[src/rtl/gpio_pkg.sv]
// Shared definitions for the N-pin GPIO controller: register offsets and the byte-lane helper.
package gpio_pkg;

    localparam int unsigned MAX_PINS = 32;

    localparam logic [31:0] GPIO_OUT     = 32'h0000_0000;
    localparam logic [31:0] GPIO_DIR     = 32'h0000_0004;
    localparam logic [31:0] GPIO_IN      = 32'h0000_0008;
    localparam logic [31:0] GPIO_IRQ_EN  = 32'h0000_000C;
    localparam logic [31:0] GPIO_RISE_EN = 32'h0000_0010;
    localparam logic [31:0] GPIO_FALL_EN = 32'h0000_0014;
    localparam logic [31:0] GPIO_STATUS  = 32'h0000_0018;
    localparam logic [31:0] GPIO_OUT_SET = 32'h0000_001C;
    localparam logic [31:0] GPIO_OUT_CLR = 32'h0000_0020;

    // Expand the four byte strobes into a 32-bit bit mask.
    function automatic logic [31:0] lane_mask(input logic [3:0] strb);
        lane_mask = {{8{strb[3]}}, {8{strb[2]}}, {8{strb[1]}}, {8{strb[0]}}};
    endfunction

endpackage

[src/rtl/gpio_sync_edge.sv]
// Two-flop pad synchroniser plus a history flop; raw (unmasked) rise/fall detection.
module gpio_sync_edge #(
    parameter int N_PINS = 16
) (
    input  logic              clk,
    input  logic              reset_n,
    input  logic [N_PINS-1:0] i_pad,
    output logic [N_PINS-1:0] o_sync,
    output logic [N_PINS-1:0] o_rise_raw,
    output logic [N_PINS-1:0] o_fall_raw
);

    logic [N_PINS-1:0] r_meta;
    logic [N_PINS-1:0] r_sync;
    logic [N_PINS-1:0] r_prev;

    // Synchroniser chain and previous-value flop.
    always_ff @(posedge clk) begin
        if (!reset_n) begin
            r_meta <= '0;
            r_sync <= '0;
            r_prev <= '0;
        end else begin
            r_meta <= i_pad;
            r_sync <= r_meta;
            r_prev <= r_sync;
        end
    end

    assign o_sync     = r_sync;
    assign o_rise_raw = r_sync & ~r_prev;
    assign o_fall_raw = ~r_sync & r_prev;

endmodule

[src/rtl/gpio_ctrl_n.sv]
// N-pin GPIO controller: local-bus register file, set/clear on OUT, synchronised inputs,
// sticky edge status with W1C and a single level interrupt.
module gpio_ctrl_n
    import gpio_pkg::*;
#(
    parameter int          N_PINS    = 16,
    parameter logic [31:0] BASE_MASK = 32'h0000_00FF,
    parameter logic [31:0] DIR_RST   = 32'h0000_0000
) (
    input  logic              clk,
    input  logic              reset_n,
    input  logic [31:0]       waddr,
    input  logic [31:0]       wdata,
    input  logic              wen,
    input  logic [3:0]        wstrb,
    output logic              wready,
    input  logic [31:0]       raddr,
    input  logic              ren,
    output logic [31:0]       rdata,
    output logic              rvalid,
    input  logic [N_PINS-1:0] gpio_in,
    output logic [N_PINS-1:0] gpio_out,
    output logic [N_PINS-1:0] gpio_oe,
    output logic              irq
);

    logic [N_PINS-1:0] r_out;
    logic [N_PINS-1:0] r_dir;
    logic [N_PINS-1:0] r_irq_en;
    logic [N_PINS-1:0] r_rise_en;
    logic [N_PINS-1:0] r_fall_en;
    logic [N_PINS-1:0] r_status;
    logic [31:0]       r_rdata;
    logic              r_rvalid;
    logic              r_wready;

    logic [31:0]       w_woff;
    logic [31:0]       w_roff;
    logic [31:0]       w_lane;
    logic [N_PINS-1:0] w_wmask;
    logic [N_PINS-1:0] w_wbits;
    logic [N_PINS-1:0] w_sync;
    logic [N_PINS-1:0] w_rise_raw;
    logic [N_PINS-1:0] w_fall_raw;
    logic [N_PINS-1:0] w_edge;
    logic [N_PINS-1:0] w_w1c;
    logic [N_PINS-1:0] w_out_nx;
    logic [N_PINS-1:0] w_dir_nx;
    logic [N_PINS-1:0] w_irq_en_nx;
    logic [N_PINS-1:0] w_rise_en_nx;
    logic [N_PINS-1:0] w_fall_en_nx;
    logic [N_PINS-1:0] w_status_nx;
    logic [31:0]       w_rmux;
    logic              w_unused;

    gpio_sync_edge #(
        .N_PINS (N_PINS)
    ) u_sync_edge (
        .clk        (clk),
        .reset_n    (reset_n),
        .i_pad      (gpio_in),
        .o_sync     (w_sync),
        .o_rise_raw (w_rise_raw),
        .o_fall_raw (w_fall_raw)
    );

    assign w_woff   = waddr & BASE_MASK;
    assign w_roff   = raddr & BASE_MASK;
    assign w_lane   = lane_mask(wstrb);
    assign w_wmask  = w_lane[N_PINS-1:0];
    assign w_wbits  = wdata[N_PINS-1:0] & w_wmask;
    assign w_edge   = (w_rise_raw & r_rise_en) | (w_fall_raw & r_fall_en);
    assign w_unused = ^{wdata, w_lane};

    // Write decode; a fresh edge is OR-ed in after the W1C so capture wins a collision.
    always_comb begin
        w_out_nx     = r_out;
        w_dir_nx     = r_dir;
        w_irq_en_nx  = r_irq_en;
        w_rise_en_nx = r_rise_en;
        w_fall_en_nx = r_fall_en;
        w_w1c        = '0;
        if (wen) begin
            case (w_woff)
                GPIO_OUT:     w_out_nx     = (r_out     & ~w_wmask) | w_wbits;
                GPIO_DIR:     w_dir_nx     = (r_dir     & ~w_wmask) | w_wbits;
                GPIO_IRQ_EN:  w_irq_en_nx  = (r_irq_en  & ~w_wmask) | w_wbits;
                GPIO_RISE_EN: w_rise_en_nx = (r_rise_en & ~w_wmask) | w_wbits;
                GPIO_FALL_EN: w_fall_en_nx = (r_fall_en & ~w_wmask) | w_wbits;
                GPIO_STATUS:  w_w1c        = w_wbits;
                GPIO_OUT_SET: w_out_nx     = r_out | w_wbits;
                GPIO_OUT_CLR: w_out_nx     = r_out & ~w_wbits;
                default:      w_w1c        = '0;
            endcase
        end else begin
            w_w1c = '0;
        end
        w_status_nx = (r_status & ~w_w1c) | w_edge;
    end

    // Read mux; write-only and unmapped offsets return zero.
    always_comb begin
        w_rmux = 32'h0000_0000;
        case (w_roff)
            GPIO_OUT:     w_rmux[N_PINS-1:0] = r_out;
            GPIO_DIR:     w_rmux[N_PINS-1:0] = r_dir;
            GPIO_IN:      w_rmux[N_PINS-1:0] = w_sync;
            GPIO_IRQ_EN:  w_rmux[N_PINS-1:0] = r_irq_en;
            GPIO_RISE_EN: w_rmux[N_PINS-1:0] = r_rise_en;
            GPIO_FALL_EN: w_rmux[N_PINS-1:0] = r_fall_en;
            GPIO_STATUS:  w_rmux[N_PINS-1:0] = r_status;
            default:      w_rmux = 32'h0000_0000;
        endcase
    end

    // Register file, status and bus handshake flops.
    always_ff @(posedge clk) begin
        if (!reset_n) begin
            r_out     <= '0;
            r_dir     <= DIR_RST[N_PINS-1:0];
            r_irq_en  <= '0;
            r_rise_en <= '0;
            r_fall_en <= '0;
            r_status  <= '0;
            r_rdata   <= 32'h0000_0000;
            r_rvalid  <= 1'b0;
            r_wready  <= 1'b0;
        end else begin
            r_out     <= w_out_nx;
            r_dir     <= w_dir_nx;
            r_irq_en  <= w_irq_en_nx;
            r_rise_en <= w_rise_en_nx;
            r_fall_en <= w_fall_en_nx;
            r_status  <= w_status_nx;
            r_rvalid  <= ren;
            r_wready  <= wen;
            if (ren) begin
                r_rdata <= w_rmux;
            end else begin
                r_rdata <= r_rdata;
            end
        end
    end

    assign rdata    = r_rdata;
    assign rvalid   = r_rvalid;
    assign wready   = r_wready;
    assign gpio_out = r_out;
    assign gpio_oe  = r_dir;
    assign irq      = |(r_status & r_irq_en);

endmodule

[config.mk]
export PLATFORM = sky130hd
export DESIGN_NAME = gpio_ctrl_n
export DESIGN_NICKNAME = d
export VERILOG_FILES = /design/src/rtl/gpio_pkg.sv /design/src/rtl/gpio_sync_edge.sv /design/src/rtl/gpio_ctrl_n.sv
export SDC_FILE = /design/constraint.sdc
export NUM_CORES = 1
export LEC_CHECK = 0
export ABC_AREA = 1
export CAP_MARGIN = 20
export CORE_MARGIN = 1
export CORE_UTILIZATION = 40
export CTS_CLUSTER_DIAMETER = 150
export DETAILED_ROUTE_END_ITERATION = 6
export HOLD_SLACK_MARGIN = 0.12
export PLACE_DENSITY = 0.77
export SETUP_SLACK_MARGIN = 0.3
export SLEW_MARGIN = 20
export SYNTH_ARGS = -nofsm -noshare
export SYNTH_HDL_FRONTEND = slang
export SYNTH_SLANG_ARGS = --single-unit
[constraint.sdc]
create_clock -name clk -period 1.6 [get_ports clk]
set_input_delay 0.32 -clock clk [delete_from_list [all_inputs] [get_ports clk]]
set_output_delay 0.32 -clock clk [all_outputs]
set_load 0.005 [all_outputs]
; Yosys cells after proc, flatten, opt, wreduce, memory -nomap -nowiden
; Cells that the tools add are included.
; W data, S select, Z words.
[totals]
register_bits = 162
wordCells = 64
[op_classes]
n_eq_ne = 13
muxes = 4
n_bitwise = 26
n_reduce_logical = 9
[ops]
columns = cell, n
row1 = $and A16 B16 Y16, 13
row2 = $or A16 B16 Y16, 8
row3 = $pmux W16 S7, 1
row4 = $not A16 Y16, 5
row5 = $logic_not A32 Y1, 2
row6 = $eq A8 B5 Y1 const B, 7
row7 = $pmux W16 S3, 1
row8 = $mux W16, 2
row9 = $eq A8 B4 Y1 const B, 3
row10 = $eq A8 B3 Y1 const B, 2
row11 = $reduce_or A16 Y1, 1
row12 = $reduce_and A2 Y1, 5
row13 = $eq A8 B6 Y1 const B, 1
row14 = $reduce_bool A3 Y1, 1

; Logic depth before layout (Yosys ltp)
[depth]
word_depth = 6
ltp_mapped = 11
mapped_depth_nobuf = 10

; Modules after synthesis
; A second synthesis with hierarchy kept.
[unflattened]
hier_cells = 1128
area_unflattened_um2 = 7622.3
[by_module_without_submodules]
columns = module, n_inst, cells_each, area_per_inst_um2, seq_area_each_um2
row1 = gpio_ctrl_n, 1, 915, 6020.8, 2282.2
row2 = gpio_sync_edge, 1, 213, 1601.5, 960.9

; Worst setup path after synthesis
; Ideal clock, no wire load.
[synth_timing]
path_type = in2reg
startpoint = input waddr[0]
endpoint = register with a tool-made name
setup_time_ns = 0.128
t_arrival_ns = 1.292
required_ns = 1.472
slack_ns = 0.180
cell_stages = 7
path_buffers = 1
path_cell_list = inv_1 > nand2_1 > nor4_4 > nand3_2 > buf_6 > o21ai_0 > nor2_1
[synth_rtl]
columns = element, line
row1 = "start, declared", gpio_ctrl_n.sv:12  ; input logic [31:0] waddr,

==> flow_metrics.tcl <==
set metrics [dict create \
    status "finished, violations left" \
    violations "DRC, setup timing" \
    grt_pass1_wl_um 42900 \
    synthArstFlopShare_pct 0 \
    rsz0062_at_grt "true" \
    num-fill-cells 1303 \
    core_mm2 0.01821 \
    cts_tree "done" \
    cap_violations 0 \
    synth.area.top_cells "dfxtp_1 (43%), nand2_1 (17%), nand3_1 (8.7%)" \
    grt.total_usage_pct 28.47 \
    worst_slew_pin_slew_ns 0.5670 \
    hold_viol_final 0 \
    worst_slew_margin_rel_pct 62.16 \
    post_drt_wl_per_cell_um 20.09 \
    synth_common_cells "nand2_1 (332), dfxtp_1 (162), inv_1 (150), nor2_1 (135), nand3_1 (132)" \
    io_buffers 104 \
    layout.nets 1504 \
    grt_util_met2_pct 43.96 \
    clk_pin_slew_worst_paths_ns 0.06 \
    slowest_delay_ns 0.37 \
    pin_count 187 \
    routabilityCongestion 0.8808 \
    arrival_ns 1.78 \
    drv_slew 0 \
    worstPathMaxFanout 3 \
    yosys.cell_count.top_type "nand2_1" \
    critical-path-slowest-cell "dfxtp_1" \
    path_class "reg -> out" \
    synth_seq_cells 162 \
    synth_largest_area_cell "dfxtp_1" \
    crit_cells 5 \
    met3_usage_pct 7.020 \
    cp.required_ns 1.28 \
    max_clock_freq_ghz 0.4754 \
    detailed_place_hpwl_um 15650 \
    end_kind "primary output" \
    die_area_mm2 0.01943 \
    drtPass1Iterations 7 \
    skew_ns 0.01344 \
    critPathBufInv 1 \
    drt_iter0_drc 1574 \
    seq_area_frac_synth_pct 42.95 \
    setup_ws_ns -0.5034 \
    synth-main-ff-cell "dfxtp_1" \
    timing.hold.ws_ns 0.2817 \
    setup_viol 1 \
    finalCritPeriodShare_pct 131.5 \
    rr_startpoint "gpio_out[6]" \
    clk_latency_ns 0.44 \
    syn_to_final_growth_pct 56.98 \
    critPathCapture "irq" \
    drc 33 \
    die_x_um 139.4 \
    period_minus_slack_ns 2.103 \
    ys_types 27 \
    start_util_pct 41.47 \
    layout-drive-gt1-share_pct 36.36 \
    die_h_um 139.4 \
    grt.overflow.total 0 \
    grt_use_met1_pct 36.29 \
    synth_edf_count 0 \
    powerDensity_mw_per_mm2 786.9 \
    post-route-util_pct 65.10 \
    hold_path_class "in -> reg" \
    leakage_nw 5.566 \
    placed_cells 1517 \
    reg2regPathDepth 7 \
    antenna_left 0 \
    antenna_found_initial 1 \
    max-vdd-ir-drop_mv 0.7914 \
    vias 9298 \
    grt_busiest_layer "met2" \
    avgSynthCellArea_um2 6.618 \
    numCtsBuffers 17 \
    final_cells 1626 \
    ys_warn_count 0 \
    n_antenna_cell 0 \
    synth_top_area_share_pct 42.95 \
    htreeDepth 4 \
    critPathLaunchType "flip-flop" \
    root_buffer "clkbuf_16" \
    wl_um 32660 \
    grt_max_degree 97 \
    cts.sinks 162 \
    cts_buffer_depth 2 \
    syn-instance-count 1141 \
    regToRegSetupSlack_ns 0.41 \
    syn-cell-area_mm2 0.007551 \
    grt_pass1_vias 8032 \
    crit_path_cell_trace "nand2_1 -> nand4_1 -> a21oi_1 -> nand3_2 -> buf_2" \
    crit_family "simple AND/OR/NAND/NOR gates" \
    rows 49 \
    r2r_end "rdata[6]" \
    vias_per_cell 5.718 \
]
## kinds of logic (layout without fill, tap and decap cells)
kind of cell,after synthesis,count (layout),share of synthesized area (%)
buffers and inverters,223,461,12.96
DFF,162,162,42.95
other,1,16,0.04966
and+or+nand+nor,622,625,34.81
AOI/OAI and AO/OA,133,133,9.230
## worst min-delay path by stage
stage,startpoint,end,slack (ns),depth (start not counted)
after floorplan,u_sync_edge.r_meta[0],u_sync_edge.o_sync[0],0.39,2
after global placement,u_sync_edge.r_meta[2],u_sync_edge.o_sync[2],0.40,2
after detailed placement,u_sync_edge.r_meta[4],u_sync_edge.o_sync[4],0.40,2
after CTS,reset_n,u_sync_edge.r_meta[13],0.38,4
after global routing,wen,wready,0.29,4
final,wen,wready,0.28,4
## layout by cell type (no fill, tap or decap), types with 33 or more instances in the layout
cell type          n
dfxtp_2           48
clkdlybuf4s50_1   33
nand2_2           50
nand2_1          267
nand3_1           95
inv_1            134
nor2_1           126
buf_4            106
dfxtp_1          113
o21ai_1           34
## tightest hold or removal path, delay by kind of cell
kind,cells,cell delay (ns)
buf+inv,3,0.30
simple gates,1,0.06
## through the flow
| step | TNS, ns | total power, mW | setup WS [ns] | instance area [µm²] |
|---|---|---|---|---|
| finish | -0.5034 | 9.328 | -0.5034 | 11850 |
| global route | -0.4458 | 9.540 | -0.4458 | 11850 |
| CTS | -0.2219 | 9.142 | -0.2219 | 11330 |
| detailed placement | -39.75 | 4.875 | -0.4984 | 9549 |
| global placement | -37.68 | 4.869 | -0.4274 | 9549 |
| floorplan | 0 | 4.506 | 0.2355 | 7704 |
## report_power, final
group / internal (mW) / leakage, nW / total (mW) / switching, mW
clock: 2.54 / 0.296 / 4.28 / 1.74
sequential: 4.08 / 1.34 / 4.12 / 0.0370
combinational: 0.409 / 3.93 / 0.928 / 0.518
total: 7.03 / 5.57 / 9.33 / 2.30
## layout make-up
type	instances	area, µm²	area share [%]
clock buffers	20	456.7	3.853
repair buffers	274	2769	23.36
inverters	155	636.9	5.373
well taps	229	286.5	2.417
multi-input cells	774	4243	35.79
clock inverters	12	155.1	1.309
flip-flops and latches	162	3307	27.90
## per-layer routing
layer  share of wire [%]  wire length, µm
met5                   0                0
met4                 8.1             2650
met3                  14             4541
met2                  43            13940
met1                  35            11530
## what timing repair did
item / in CTS / in global routing
endpoints found under the setup margin: 163 / 130
resized for setup: 342 / 193
hold buffers: 0 / 0
hold endpoints to repair: 0 / 0
cloned: 15 / 5
buffers inserted: 48 / 9
pin swaps: 61 / 69
Note: power is estimated with default switching activity, not from simulation.
==> patch 1 (same flow settings) <==
`N_PINS` is set to 16 in 2 places; all go to 17.
--- a/src/rtl/gpio_sync_edge.sv
+++ b/src/rtl/gpio_sync_edge.sv
@@ -1,5 +1,5 @@
 // Two-flop pad synchroniser plus a history flop; raw (unmasked) rise/fall detection.
 module gpio_sync_edge #(
-    parameter int N_PINS = 16
+    parameter int N_PINS = 17
 ) (
     input  logic              clk,
--- a/src/rtl/gpio_ctrl_n.sv
+++ b/src/rtl/gpio_ctrl_n.sv
@@ -4,5 +4,5 @@
     import gpio_pkg::*;
 #(
-    parameter int          N_PINS    = 16,
+    parameter int          N_PINS    = 17,
     parameter logic [31:0] BASE_MASK = 32'h0000_00FF,
     parameter logic [31:0] DIR_RST   = 32'h0000_0000
Ports: changed (resized gpio_in, gpio_oe and gpio_out); port bits go from 187 to 190. The function was not compared with the original's and may differ.
==> patch 1 against the original RTL <==
The run still ends with design-rule violations, negative setup slack left; register-to-register slack got worse by 0.04 ns; synthesized area increased by 5.1%; cell area increased by 1.5%; setup slack improved by 0.16 ns; die area increased by 5.0%; sequential cell count increased by 10; wire length decreased by 5.8%; total power increased by 3.5%; largest power group unchanged; critical path type unchanged.
==> patch 1: results (changes against the original RTL) <==
| Metric | Value |
|---|---|
| DP Area | `0.0102 mm^2 (+7.1%)` |
| GRT met2 Usage | `44.8% (+0.86 points)` |
| Place WS | `-0.380 ns (+0.118 ns)` |
| Sequential-to-total area share from yosys stat | `43.4% (+0.45 points)` |
| Clock skew | `0.0104 ns (-0.00305 ns)` |
| Vias | `9511 (+2.3%)` |
| Share of layout cells above drive strength 1 | `31.5% (-4.9 points)` |
| GPL Wtd Cong | `0.931 (+5.7%)` |
| Syn_area_per_cell | `6.53 um^2 (-1.3%)` |
| Seq pwr share | `45.3% (+1.1 points)` |
| Final cell count without fillers | `1751 (+7.7%)` |
| HPWL Detailed | `17.5 mm (+12%)` |
| Combinational power share | `9.0% (-0.9 points)` |
| Largest net degree at the start of global routing | `63 (-35%)` |
| Worst r2r path cells | `8 (+1)` |
| Ranking of synthesized cells by area | `dfxtp_1 (43%), nand2_1 (16%), nand3_1 (11%)` |
| Max stage delay on crit path | `0.33 ns (-0.04 ns)` |
| 1st-iter DRT viols | `1451 (-7.8%)` |
| Filler cells | `1597 (+23%)` |
| WL per Instance | `17.6 um (-13%)` |
| Routed length on met3 | `3.55 mm (-22%)` |
| Leak Pwr | `5.64 nW (+1.3%)` |
| Commonest cells in the netlist | `nand2_1 (343), nand3_1 (175), dfxtp_1 (172), nor2_1 (146), inv_1 (139)` |
| Critical path arrival | `1.62 ns (-0.16 ns)` |
| WHS Path Cells | `5 (+1)` |
| PD cells | `803 mW/mm^2 (+2.0%)` |
| Vias in the first global route | `8449 (+5.2%)` |
| Placed Cells | `1637 (+7.9%)` |
| Global-route wire length before repair | `44.2 mm (+3.1%)` |
| R2r startpoint | `gpio_out[16]` |
| Peak VDD IR | `739 uV (-6.7%)` |
| DRC errors left | `10 (-70%)` |
| CP top delay family | `buffers and inverters` |
| Clock latency on the worst-skew pair | `0.45 ns` |
| Distinct cells, synth | `24 (-11%)` |
| Slowest CP cell | `dfxtp_2` |
| Detail Route met2 WL | `13.7 mm (-1.5%)` |
| Met1 wire length | `11.8 mm (+2.6%)` |
| Status | `finished with violations` |
| Post-layout worst setup margin | `-0.345 ns (+0.158 ns)` |
| Total track usage | `28.3% (-0.19 points)` |
| Failing checks | `design-rule violations, negative setup slack` |
| Initial antenna violation count | `0 (-1)` |
| Met3 usage | `7.18% (+0.16 points)` |
| N_diodes | `0 (unchanged)` |
| Switching share of power | `24.8% (+0.18 points)` |
| Final setup vio count | `1 (unchanged)` |
| Grt met1 use | `36.0% (-0.25 points)` |
| I/O Buffers | `110 (+5.8%)` |
-- patch 1: cell types whose count changed after synthesis, moves of 7 or more --
cell / unedited run / this run
nand3_1: 132 / 175
nor3_1: 2 / 35
o21ai_0: 51 / 23
clkbuf_1: 28 / 44
inv_1: 150 / 139
nand2_1: 332 / 343
nor2_1: 135 / 146
dfxtp_1: 162 / 172
buf_6: 7 / 0
-- patch 1: through the flow --
stage / TNS [ns] / utilization [%]
floorplan: 0 / -
global placement: -36.46 / 52.6
detailed placement: -39.88 / 52.6
CTS: -0.309 / 60.5
global route: -0.356 / 61.8
finish: -0.345 / 61.8
-- patch 1: path summary, 6_finish.rpt --
check | end | slack (ns)
min reg2reg | u_sync_edge.o_sync[3] | 0.41
max | irq | -0.34
min | flop | 0.35
max reg2reg | rdata[16] | 0.37
-- patch 1: repair_timing --
item                       4_1_cts  5_1_grt
resized for setup              283      131
buffers inserted                49       14
cloned                          13        6
setup endpoints to repair      173      143
pin swaps                       40       32
hold buffers                     0        0
-- patch 1: cell families after synthesis --
kind of cell           after synthesis  share of synthesized area, %
buffers and inverters              219                          11.3
other                                1                        0.0473
AO/OA/AOI/OAI                      109                          7.29
AND/OR/NAND/NOR                    714                          38.0
flip-flops                         172                          43.4
-- patch 1: layout make-up --
class	instances	share of cell area (%)
clock buffers	20	3.80
repair buffers	296	23.3
clock inverters	12	1.33
inverters	145	4.93
well taps	265	2.76
flip-flops and latches	172	29.2
multi-input cells	841	34.6
-- patch 1: worst min-delay path, delay by kind of cell --
| family | cells | cell delay (ns) |
|---|---|---|
| AO/OA/AOI/OAI | 1 | 0.12 |
| buffers and inverters | 2 | 0.20 |
| AND/OR/NAND/NOR | 2 | 0.11 |
==> patch 2 (same settings) <==
Without the edit above. Make the reset (`reset_n`) asynchronous in 2 clocked blocks.
--- a/src/rtl/gpio_sync_edge.sv
+++ b/src/rtl/gpio_sync_edge.sv
@@ -16,5 +16,5 @@
 
     // Synchroniser chain and previous-value flop.
-    always_ff @(posedge clk) begin
+    always_ff @(posedge clk or negedge reset_n) begin
         if (!reset_n) begin
             r_meta <= '0;
--- a/src/rtl/gpio_ctrl_n.sv
+++ b/src/rtl/gpio_ctrl_n.sv
@@ -115,5 +115,5 @@
 
     // Register file, status and bus handshake flops.
-    always_ff @(posedge clk) begin
+    always_ff @(posedge clk or negedge reset_n) begin
         if (!reset_n) begin
             r_out     <= '0;
Behaviour: differs if reset_n is asserted again (counterexample within 4 cycles, from zero or initial values and one cycle with reset_n low); with reset_n held inactive, the same outputs for 4 cycles.
==> patch 2 against the original RTL <==
The run ends with negative setup slack left; cell area down 6.2%; sequential cell count unchanged; sequential share of layout area up 8.6 points; total power up 1.7%; worst hold slack better by 0.041 ns; combinational power up 14%; synthesized cell count down 20%; die area about the same; setup slack better by 0.14 ns; wire length down 18%; synthesized area about the same.
==> patch 2: results (changes against the original RTL) <==
| Metric | Value |
|---|---|
| Status | `finished with violations` |
| Failing checks | `negative setup slack` |
| Worst Hold End | `u_sync_edge.r_meta[5]` |
| Leak Pwr | `5.70 nW (+2.4%)` |
| Min Hold Slack | `0.323 ns (+0.0413 ns)` |
| Met1 wire length | `9.72 mm (-16%)` |
| R2R Path End | `rdata[4]` |
| Routed length on met3 | `2.99 mm (-34%)` |
| Clock skew | `0.00788 ns (-0.00556 ns)` |
| Total track usage | `27.0% (-1.5 points)` |
| Largest net degree at the start of global routing | `46 (-53%)` |
| Post-layout worst setup margin | `-0.362 ns (+0.142 ns)` |
| Rel. slew slack | `56.9% (-5.2 points)` |
| WL per Instance | `18.7 um (-6.9%)` |
| GPL Wtd Cong | `0.872 (-1.0%)` |
| GRT met2 Usage | `44.6% (+0.63 points)` |
| Initial antenna violation count | `0 (-1)` |
| Async S/R FF share, synth | `100% (+100 points)` |
| Sequential-to-total area share from yosys stat | `53.7% (+11 points)` |
| Ranking of synthesized cells by area | `dfrtp_1 (54%), nand2_1 (15%), nand3_1 (7.4%)` |
| Vias in the first global route | `7652 (-4.7%)` |
| Global-route wire length before repair | `39.9 mm (-6.9%)` |
| Distinct cells, synth | `31 (+15%)` |
| Share of layout cells above drive strength 1 | `29.5% (-6.8 points)` |
| Vias per inst | `5.43 (-5.1%)` |
| Peak VDD IR | `804 uV (+1.6%)` |
| DP Area | `0.00958 mm^2 (+0.34%)` |
| Slowest CP cell | `dfrtp_1` |
| Drt first pass iters | `6 (-1)` |
| HPWL Detailed | `15.8 mm (+1.3%)` |
| Setup TNS | `-0.362 ns (+0.142 ns)` |
| Max stage delay on crit path | `0.41 ns (+0.04 ns)` |
| Final setup vio count | `1 (unchanged)` |
| Detail Route met2 WL | `12.9 mm (-7.4%)` |
| Mapped Cells | `917 (-20%)` |
| P_sw | `0.00235 W (+2.3%)` |
| WHS Path Cells | `1 (-3)` |
patch 2: worst max-delay path by stage:
stage	end	slack [ns]	depth (start not counted)
6_report	irq	-0.36	5
5_1_grt	irq	-0.41	5
4_1_cts	irq	-0.32	5
3_5_place_dp	r_status[12]	-0.38	7
3_3_place_gp	rdata[3]	-0.33	11
2_1_floorplan	flop	0.31	8
patch 2: area by class of cell:
| class | count | area, um^2 |
|---|---|---|
| clock buffers | 22 | 474 |
| clock inverters | 9 | 105 |
| fillers | 1456 | 7100 |
| inverters | 80 | 303 |
| multi-input cells | 637 | 3180 |
| flip-flops and latches | 162 | 4050 |
| well taps | 229 | 287 |
| repair buffers | 288 | 2710 |
patch 2: power by group through the flow:
stage                     registers (W)  clock network [W]  logic [W]
after floorplan                 0.00441                  0   0.000316
after global placement          0.00443                  0   0.000846
after detailed placement        0.00444                  0   0.000859
after CTS                       0.00435            0.00406   0.000966
after global routing            0.00437            0.00427    0.00114
final                           0.00436            0.00407    0.00106
patch 2: what timing repair did:
| item | in CTS | in global routing |
|---|---|---|
| gates cloned | 9 | 3 |
| hold buffers | 1 | 0 |
| pin swaps | 21 | 26 |
| endpoints found under the setup margin | 163 | 101 |
| setup buffers | 54 | 15 |
| resized for setup | 288 | 73 |
| hold endpoints to repair | 40 | 0 |
patch 2: logic make-up (layout without fill, tap and decap cells):
logic type	after synthesis	in the layout	synth area share (%)
buffers and inverters	133	399	8.61
AOI/OAI and AO/OA	99	99	7.63
and+or+nand+nor	522	522	30.0
other	1	16	0.0497
DFF	162	162	53.7
patch 2: critical path: cells and delay by family (launching register included):
kind | cells | cell delay [ns]
buf+inv | 1 | 0.14
compound gates | 1 | 0.40
simple gates | 3 | 0.26
flops | 1 | 0.41
